$ cat config.mk
export PLATFORM = sky130hd
export DESIGN_NAME = udp_rx_parser
export DESIGN_NICKNAME = d
export VERILOG_FILES = /design/src/rtl/udp_rx_parser.sv
export SDC_FILE = /design/constraint.sdc
export NUM_CORES = 1
export LEC_CHECK = 0
export CAP_MARGIN = 0
export CORE_MARGIN = 3
export CORE_UTILIZATION = 50
export CTS_CLUSTER_DIAMETER = 120
export DETAILED_ROUTE_END_ITERATION = 10
export GPL_ROUTABILITY_DRIVEN = 0
export GPL_TIMING_DRIVEN = 0
export PLACE_DENSITY = 0.78
export RECOVER_POWER = 100
export SLEW_MARGIN = 20
export SYNTH_ARGS = -nofsm -noshare
export SYNTH_HDL_FRONTEND = slang
export SYNTH_SLANG_ARGS = --single-unit
$ cat constraint.sdc
create_clock -name clk -period 2.7 [get_ports clk]
set_clock_uncertainty 0.1 [all_clocks]
set_input_delay 0.54 -clock clk [delete_from_list [all_inputs] [get_ports clk]]
set_output_delay 0.54 -clock clk [all_outputs]
set_load 0.01 [all_outputs]
$ cat src/rtl/udp_rx_parser.sv
// ---------------------------------------------------------------------------
// udp_rx_parser
//
// Receive-side UDP layer. Consumes the IPv4 RX payload byte stream, strips
// and decodes the 8-byte UDP header, and presents the header fields plus a
// payload byte stream to user logic. Trailing IP padding beyond the UDP
// length is dropped; a datagram that ends early is flagged with udp_rx_err.
//
// Parameters:
//   PORT_FILTER_EN      - when 1, datagrams whose destination port differs
//                         from udp_rx_port_filter are dropped silently
//
// Ports:
//   clk                 - system clock, rising edge
//   reset               - asynchronous reset, active low
//   ip_rx_start         - one-cycle pulse, new IPv4 datagram (header inputs valid)
//   ip_rx_protocol      - IPv4 protocol field (UDP = 0x11)
//   ip_rx_src_ip        - IPv4 source address
//   ip_rx_is_valid      - IPv4 header passed its checks
//   ip_rx_data_in       - IPv4 payload byte
//   ip_rx_data_in_valid - byte qualifier
//   ip_rx_data_in_last  - final payload byte of the datagram (with valid)
//   udp_rx_port_filter  - accepted destination port when filtering
//   udp_rx_start        - one-cycle pulse, header outputs valid until next start
//   udp_rx_src_ip       - latched source IP
//   udp_rx_src_port     - UDP source port
//   udp_rx_dst_port     - UDP destination port
//   udp_rx_data_length  - payload byte count (UDP length - 8)
//   udp_rx_data_out     - payload byte
//   udp_rx_data_out_valid - payload byte qualifier
//   udp_rx_data_out_last  - final payload byte
//   udp_rx_err          - one-cycle pulse on a malformed datagram
// ---------------------------------------------------------------------------
module udp_rx_parser #(
    parameter bit PORT_FILTER_EN = 1'b0
) (
    input  logic        clk,
    input  logic        reset,
    input  logic        ip_rx_start,
    input  logic [7:0]  ip_rx_protocol,
    input  logic [31:0] ip_rx_src_ip,
    input  logic        ip_rx_is_valid,
    input  logic [7:0]  ip_rx_data_in,
    input  logic        ip_rx_data_in_valid,
    input  logic        ip_rx_data_in_last,
    input  logic [15:0] udp_rx_port_filter,
    output logic        udp_rx_start,
    output logic [31:0] udp_rx_src_ip,
    output logic [15:0] udp_rx_src_port,
    output logic [15:0] udp_rx_dst_port,
    output logic [15:0] udp_rx_data_length,
    output logic [7:0]  udp_rx_data_out,
    output logic        udp_rx_data_out_valid,
    output logic        udp_rx_data_out_last,
    output logic        udp_rx_err
);

    localparam logic [7:0]  PROTO_UDP   = 8'h11;
    localparam logic [15:0] UDP_HDR_LEN = 16'd8;

    typedef enum logic [1:0] {
        IDLE,
        HDR,
        DATA,
        DISCARD
    } state_t;

    state_t      state_q, state_d;
    logic [2:0]  byte_cnt_q, byte_cnt_d;
    logic [15:0] remaining_q, remaining_d;
    logic [15:0] src_port_q, src_port_d;
    logic [15:0] dst_port_q, dst_port_d;
    logic [15:0] length_q, length_d;
    logic [31:0] src_ip_q, src_ip_d;
    logic        err_pending_q, err_pending_d;

    logic        start_d;
    logic [31:0] out_src_ip_d;
    logic [15:0] out_src_port_d;
    logic [15:0] out_dst_port_d;
    logic [15:0] out_length_d;
    logic [7:0]  data_d;
    logic        valid_d;
    logic        last_d;
    logic        err_d;

    // Header fields are collected in private registers and only copied to the
    // outputs on the start pulse, so the user-visible fields stay stable from
    // one udp_rx_start to the next even while a later header is being parsed.
    // err_pending covers the one case where an error must follow a start: the
    // header announced payload but the IP datagram ended on header byte 7.
    always_comb begin
        state_d        = state_q;
        byte_cnt_d     = byte_cnt_q;
        remaining_d    = remaining_q;
        src_port_d     = src_port_q;
        dst_port_d     = dst_port_q;
        length_d       = length_q;
        src_ip_d       = src_ip_q;
        err_pending_d  = 1'b0;

        start_d        = 1'b0;
        out_src_ip_d   = udp_rx_src_ip;
        out_src_port_d = udp_rx_src_port;
        out_dst_port_d = udp_rx_dst_port;
        out_length_d   = udp_rx_data_length;
        data_d         = udp_rx_data_out;
        valid_d        = 1'b0;
        last_d         = 1'b0;
        err_d          = err_pending_q;

        if (ip_rx_start) begin
            // A new datagram always wins; one cut off mid-header or mid-payload
            // is reported as an error and never gets an out_last.
            if (state_q == HDR || state_q == DATA) begin
                err_d = 1'b1;
            end
            src_ip_d   = ip_rx_src_ip;
            byte_cnt_d = 3'd0;
            if (ip_rx_protocol == PROTO_UDP && ip_rx_is_valid) begin
                state_d = HDR;
            end else begin
                state_d = DISCARD;
            end
        end else begin
            case (state_q)
                IDLE: begin
                    state_d = IDLE;
                end

                HDR: begin
                    if (ip_rx_data_in_valid) begin
                        byte_cnt_d = byte_cnt_q + 3'd1;
                        case (byte_cnt_q)
                            3'd0:    src_port_d[15:8] = ip_rx_data_in;
                            3'd1:    src_port_d[7:0]  = ip_rx_data_in;
                            3'd2:    dst_port_d[15:8] = ip_rx_data_in;
                            3'd3:    dst_port_d[7:0]  = ip_rx_data_in;
                            3'd4:    length_d[15:8]   = ip_rx_data_in;
                            3'd5:    length_d[7:0]    = ip_rx_data_in;
                            default: length_d         = length_q;
                        endcase

                        if (byte_cnt_q != 3'd7) begin
                            if (ip_rx_data_in_last) begin
                                err_d   = 1'b1;
                                state_d = IDLE;
                            end
                        end else if (length_q < UDP_HDR_LEN) begin
                            err_d   = 1'b1;
                            state_d = ip_rx_data_in_last ? IDLE : DISCARD;
                        end else if (PORT_FILTER_EN && (dst_port_q != udp_rx_port_filter)) begin
                            state_d = ip_rx_data_in_last ? IDLE : DISCARD;
                        end else begin
                            start_d        = 1'b1;
                            out_src_ip_d   = src_ip_q;
                            out_src_port_d = src_port_q;
                            out_dst_port_d = dst_port_q;
                            out_length_d   = length_q - UDP_HDR_LEN;
                            if (length_q == UDP_HDR_LEN) begin
                                state_d = ip_rx_data_in_last ? IDLE : DISCARD;
                            end else if (ip_rx_data_in_last) begin
                                err_pending_d = 1'b1;
                                state_d       = IDLE;
                            end else begin
                                remaining_d = length_q - UDP_HDR_LEN;
                                state_d     = DATA;
                            end
                        end
                    end
                end

                DATA: begin
                    if (ip_rx_data_in_valid) begin
                        data_d      = ip_rx_data_in;
                        valid_d     = 1'b1;
                        remaining_d = remaining_q - 16'd1;
                        if (remaining_q == 16'd1) begin
                            // Anything the IP layer sends after this is padding.
                            last_d  = 1'b1;
                            state_d = ip_rx_data_in_last ? IDLE : DISCARD;
                        end else if (ip_rx_data_in_last) begin
                            last_d  = 1'b1;
                            err_d   = 1'b1;
                            state_d = IDLE;
                        end
                    end
                end

                DISCARD: begin
                    if (ip_rx_data_in_valid && ip_rx_data_in_last) begin
                        state_d = IDLE;
                    end
                end

                default: begin
                    state_d = IDLE;
                end
            endcase
        end
    end

    // State register.
    always_ff @(posedge clk or negedge reset) begin
        if (!reset) begin
            state_q <= IDLE;
        end else begin
            state_q <= state_d;
        end
    end

    // Datapath and registered outputs.
    always_ff @(posedge clk or negedge reset) begin
        if (!reset) begin
            byte_cnt_q            <= 3'd0;
            remaining_q           <= 16'd0;
            src_port_q            <= 16'd0;
            dst_port_q            <= 16'd0;
            length_q              <= 16'd0;
            src_ip_q              <= 32'd0;
            err_pending_q         <= 1'b0;
            udp_rx_start          <= 1'b0;
            udp_rx_src_ip         <= 32'd0;
            udp_rx_src_port       <= 16'd0;
            udp_rx_dst_port       <= 16'd0;
            udp_rx_data_length    <= 16'd0;
            udp_rx_data_out       <= 8'd0;
            udp_rx_data_out_valid <= 1'b0;
            udp_rx_data_out_last  <= 1'b0;
            udp_rx_err            <= 1'b0;
        end else begin
            byte_cnt_q            <= byte_cnt_d;
            remaining_q           <= remaining_d;
            src_port_q            <= src_port_d;
            dst_port_q            <= dst_port_d;
            length_q              <= length_d;
            src_ip_q              <= src_ip_d;
            err_pending_q         <= err_pending_d;
            udp_rx_start          <= start_d;
            udp_rx_src_ip         <= out_src_ip_d;
            udp_rx_src_port       <= out_src_port_d;
            udp_rx_dst_port       <= out_dst_port_d;
            udp_rx_data_length    <= out_length_d;
            udp_rx_data_out       <= data_d;
            udp_rx_data_out_valid <= valid_d;
            udp_rx_data_out_last  <= last_d;
            udp_rx_err            <= err_d;
        end
    end

endmodule

* After elaboration in Yosys (flattened, before gate mapping)
Cells that the tools add are included.
** Operators by class
- Add/subtract/negate cells :: 3
- Magnitude comparators :: 1
- Equal/unequal tests :: 21
- Multiplexer cells :: 51
- Bitwise logic cells :: 3
- Reductions and logical operators :: 19
** Operator list (count)
- 2-to-1 mux 16 bit :: 6
- case mux 16 bit (2 select lines) :: 1
- 2-to-1 mux 1 bit :: 27
- 2-to-1 mux 2 bit :: 12
- AND reduction 4 bit :: 6
- equality test 16 x 1 -> 1 bit (second input constant) :: 1
- equality test 16 x 4 -> 1 bit (second input constant) :: 1
- less-than comparator 16 x 4 -> 1 bit (second input constant) :: 1
- subtractor 16 x 1 -> 16 bit (second input constant) :: 1
- subtractor 16 x 4 -> 16 bit (second input constant) :: 1
- inequality test 2 bit (second input constant) :: 6
- inequality test 3 bit (second input constant) :: 4
- 2-to-1 mux 3 bit :: 3
- equality test 8 x 5 -> 1 bit (second input constant) :: 1
- case mux 2 bit (4 select lines) :: 1
- AND reduction 8 bit :: 1
- equality test 3 x 2 -> 1 bit (second input constant) :: 2
- equality test 3 bit (second input constant) :: 2
- AND reduction 3 bit :: 2
- nonzero test 2 bit :: 3
- AND reduction 5 bit :: 1
- equality test 2 bit (second input constant) :: 2
- adder 3 x 1 -> 3 bit (second input constant) :: 1
- equality test 3 x 1 -> 1 bit (second input constant) :: 1
- 8 further kinds :: 11
** Storage, ports and cells
- Register bits :: 194
- Output and inout bits :: 92
- Word-level logic and storage cells :: 118

* Logic depth before layout (Yosys ltp)
- Depth in word-level cells :: 7
- Depth in mapped cells :: 9

* Least setup slack after synthesis
Ideal clock, no wire load.
- Path type :: register to register
- Start :: reg state_q[1]
- End :: reg src_port_q[0]
- Library setup time :: 0.125 ns
- Data arrival time :: 1.843 ns
- Path slack :: 0.633 ns
- Stages on the path, launching flop included :: 8
- Cells stage by stage :: dfrtp_1 -> inv_1 -> ha_1 -> buf_2 -> clkbuf_1 -> nand3_1 -> nor2_1 -> mux2_2
** On the way
- Word-level cells in the longest chain between the ends :: 2
** RTL lines
- from (decl) :: RTL line 68 : state_t state_q, state_d;
- from (signal assigned) :: RTL line 208 : state_q <= state_d;
- equality test 2 x 1 -> 1 bit :: RTL line 126 : case (state_q)
- AND reduction 4 bit (no source line)
- to (signal assigned) :: RTL line 234 : src_port_q <= src_port_d;
- to (decl) :: RTL line 71 : logic [15:0] src_port_q, src_port_d;
No other way between the ends.
A chain may end at the register's enable or synchronous reset.

* Worst setup path after layout
- Start :: in ip_rx_start
- End :: reg udp_rx_src_port[4]
** On the way
- Word-level cells in the longest chain between the ends :: 2
** RTL lines
- from (decl) :: RTL line 39 : input logic ip_rx_start,
- inverter 1 bit (no source line)
- AND reduction 5 bit (no source line)
- to (signal assigned) :: RTL line 241 : udp_rx_src_port <= out_src_port_d;
- to (decl) :: RTL line 49 : output logic [15:0] udp_rx_src_port,
No other way between the ends.

==> out/results.txt <==
status = completed
fraction of registers with async set/reset = 1.000
layout cells sized above 1 = 0.2522
Worst-Skew Late Latency = 430 ps
CP Max Fanout = 10
Worst-Margin Slew = 950.5 ps
Cell variety after synth = 60
max-slew violations = 0
largest net degree at the start of global routing = 79
R2R Path End = udp_rx_src_ip[0]
syn avg cell area = 13.45 um^2
initial antenna violation count = 0
CTS tree = yes
EDFF count, synth = 0
cts bufs inserted = 17
cells on worst reg2reg path = 6
Remaining DRCs = 0
Yosys warnings = 0
initial DRC count = 384
Rows = 46
cell taking the most area after synthesis = dfrtp_1
Total Routing Usage GR = 0.2238
routed wire length = 19550 um
hold path depth = 2
Sinks on Clock Net = 194
Setup CP Type = in2reg
Cell Area, Placed = 10080 um^2
final-layout fill cell count = 1139
Detail Placement HPWL = 13960 um
I/O pin count = 162
worst hold endpoint = udp_rx_data_length[12]
unrepaired setup endpoints after global routing = no
Core ar. = 16060 um^2
Post-Syn Instances = 617
most common cell after layout, fill and taps aside = dfrtp_1
critical path required time = 2910 ps
CP startpoint kind = input port
clk root buf = clkbuf_16
Seq/Total Area, Yosys = 0.5849
Synth Register Bits = 194
top cell type's share of synthesized area = 0.5849
Post-Syn Area = 8300 um^2
CTS H-tree depth = 4
IO buf count = 145
Final Critical Period = 2630 ps
drt via density = 5.660
period utilisation layout = 0.9739
setup violators final = 0
drt wl/cell = 19.30 um
setup tns final = 0 ps
Vias = 5734
Worst Hold Launch = udp_rx_data_length[12]
Crit Reg-Reg Startpoint = length_q[9]
antenna viol nets, final = 0
most used flip-flop cell after synthesis = dfrtp_1
fmax = 380.3 MHz
Worst-path clk slew = 70 ps
Pwr Density = 700.7 nW/um^2
Synth area leaders = dfrtp_1 (58%), mux2_2 (18%), mux2_1 (2.6%)
first-pass GRT wire length = 31930 um
Slew HR = 0.3605
Leak = 0.005180 uW
highest-count cells in the layout ignoring fill and taps = dfrtp_1 (194), mux2_2 (135), dlygate4sd3_1 (93), clkdlybuf4s50_1 (52), nand2_1 (35)
Post CTS Setup Buffer Count = 0
# Max-Cap Violations = 0
Max Root-Sink Buffers = 2
Die ar. = 18180 um^2
Area Overhead vs Synth = 28.16%
Layout Nets = 866
Hold WC Path Type = reg2reg
Post-Syn Nets = 699
Initial Util = 0.5169
drt pass-1 iters = 5
Fin. Hold Viols = 0
Die Y = 134.8 um
Horiz. Die Dim = 134.8 um
R2R Setup Slk = 120 ps
Setup crit end kind = register
vias in the first global route = 6195
Overflow after GRT = 0
WP data arrival = 2840 ps
Peak VDD IR = 0.5352 mV
post-route cell area = 10640 um^2
# diodes = 0
-- logic make-up (layout without fill, tap and decap cells) --
kind of cell / after synthesis / in the layout / synth area share
flip-flops: 194 / 194 / 0.5849
multiplexers: 156 / 156 / 0.2115
AND/OR/NAND/NOR: 114 / 114 / 0.07567
AO/OA/AOI/OAI: 82 / 82 / 0.07191
buffers and inverters: 47 / 227 / 0.02532
adder cells (fa/ha/maj): 12 / 12 / 0.01809
XOR/XNOR: 12 / 12 / 0.01266
-- layout make-up --
class                   instances  area (um^2)  area share
multi-input cells             376         3221      0.3028
plain buffers                  31        150.1     0.01411
repair buffers                148         1501      0.1411
well taps                     216        270.3     0.02541
inverters                      16        60.06    0.005646
flip-flops and latches        194         4855      0.4564
clock inverters                10        126.4     0.01188
clock buffers                  22        454.2     0.04270
-- synthesized netlist by cell type (4+ instances only) --
cell      count
a21oi_1      12
mux2_2      136
buf_2        12
mux2_1       19
nand3_1      10
nor2_1       20
o22ai_1       4
inv_1        16
nor4_1        6
a22o_1        9
o21ai_0      23
nand2b_1      5
dfrtp_1     194
xnor2_1       7
nand2_1      35
xor2_1        5
ha_1         12
nor3_1        8
clkbuf_1     12
nand4_1       5
-- metal layers --
layer	wire length, um	global-route usage	share of wire
met3	1391	0.05887	0.071
met5	0	0	0
met1	7825	0.2813	0.40
met4	406	0.07296	0.021
met2	9922	0.3799	0.51
-- flip-flops by register name, summed over array words and instances (netlist names), 2 cells and up --
register            count
byte_cnt_q              3
dst_port_q             16
length_q               16
remaining_q            16
src_ip_q               32
src_port_q             16
state_q                 2
udp_rx_data_length     16
udp_rx_data_out         8
udp_rx_dst_port        16
udp_rx_src_ip          32
udp_rx_src_port        16
-- per-stage QoR --
stage          hold WS [ps]    util  instances  total power [uW]  worst slack, ps
5_1_grt               408.0  0.6625       1013              7779            4.605
6_report              380.2  0.6625       1013              7454            70.45
4_1_cts               390.0  0.6646       1013              7509            116.1
3_5_place_dp          374.4  0.6279        980              5026           -326.1
2_1_floorplan         144.4       -        617              4445            632.6
3_3_place_gp          364.2  0.6241        978              4918            -6424
-- power by group --
part           switching (uW)  internal [uW]  total [uW]
clock                    1090           1400        2490
sequential                281           3240        3520
combinational             748            702        1450
-- how the worst max path moves through the flow --
| stage | from | end | slack, ps | cells after the start |
|---|---|---|---|---|
| after floorplan | state_q[1] | src_port_q[0] | 630 | 7 |
| after global placement | reset | udp_rx_data_length[5] | -6420 | 1 |
| after detailed placement | ip_rx_start | remaining_q[14] | -330 | 8 |
| after CTS | length_q[9] | udp_rx_src_ip[0] | 120 | 6 |
| after global routing | ip_rx_start | udp_rx_src_port[10] | 5 | 7 |
| final | ip_rx_start | udp_rx_src_port[4] | 70 | 7 |
-- critical path, stage by stage --
cell and delay, ps:
clkdlybuf4s50_1 610, nor2b_1 180, clkbuf_1 250, nand4_1 370, buf_4 340, buf_4 200, mux2_1 330
-- what timing repair did --
action,4_1_cts,5_1_grt
gates resized for setup,0,4
setup endpoints to repair,0,14
hold buffers,1,0
endpoints found under the hold margin,54,0
(Power assumes the default switching activity.)
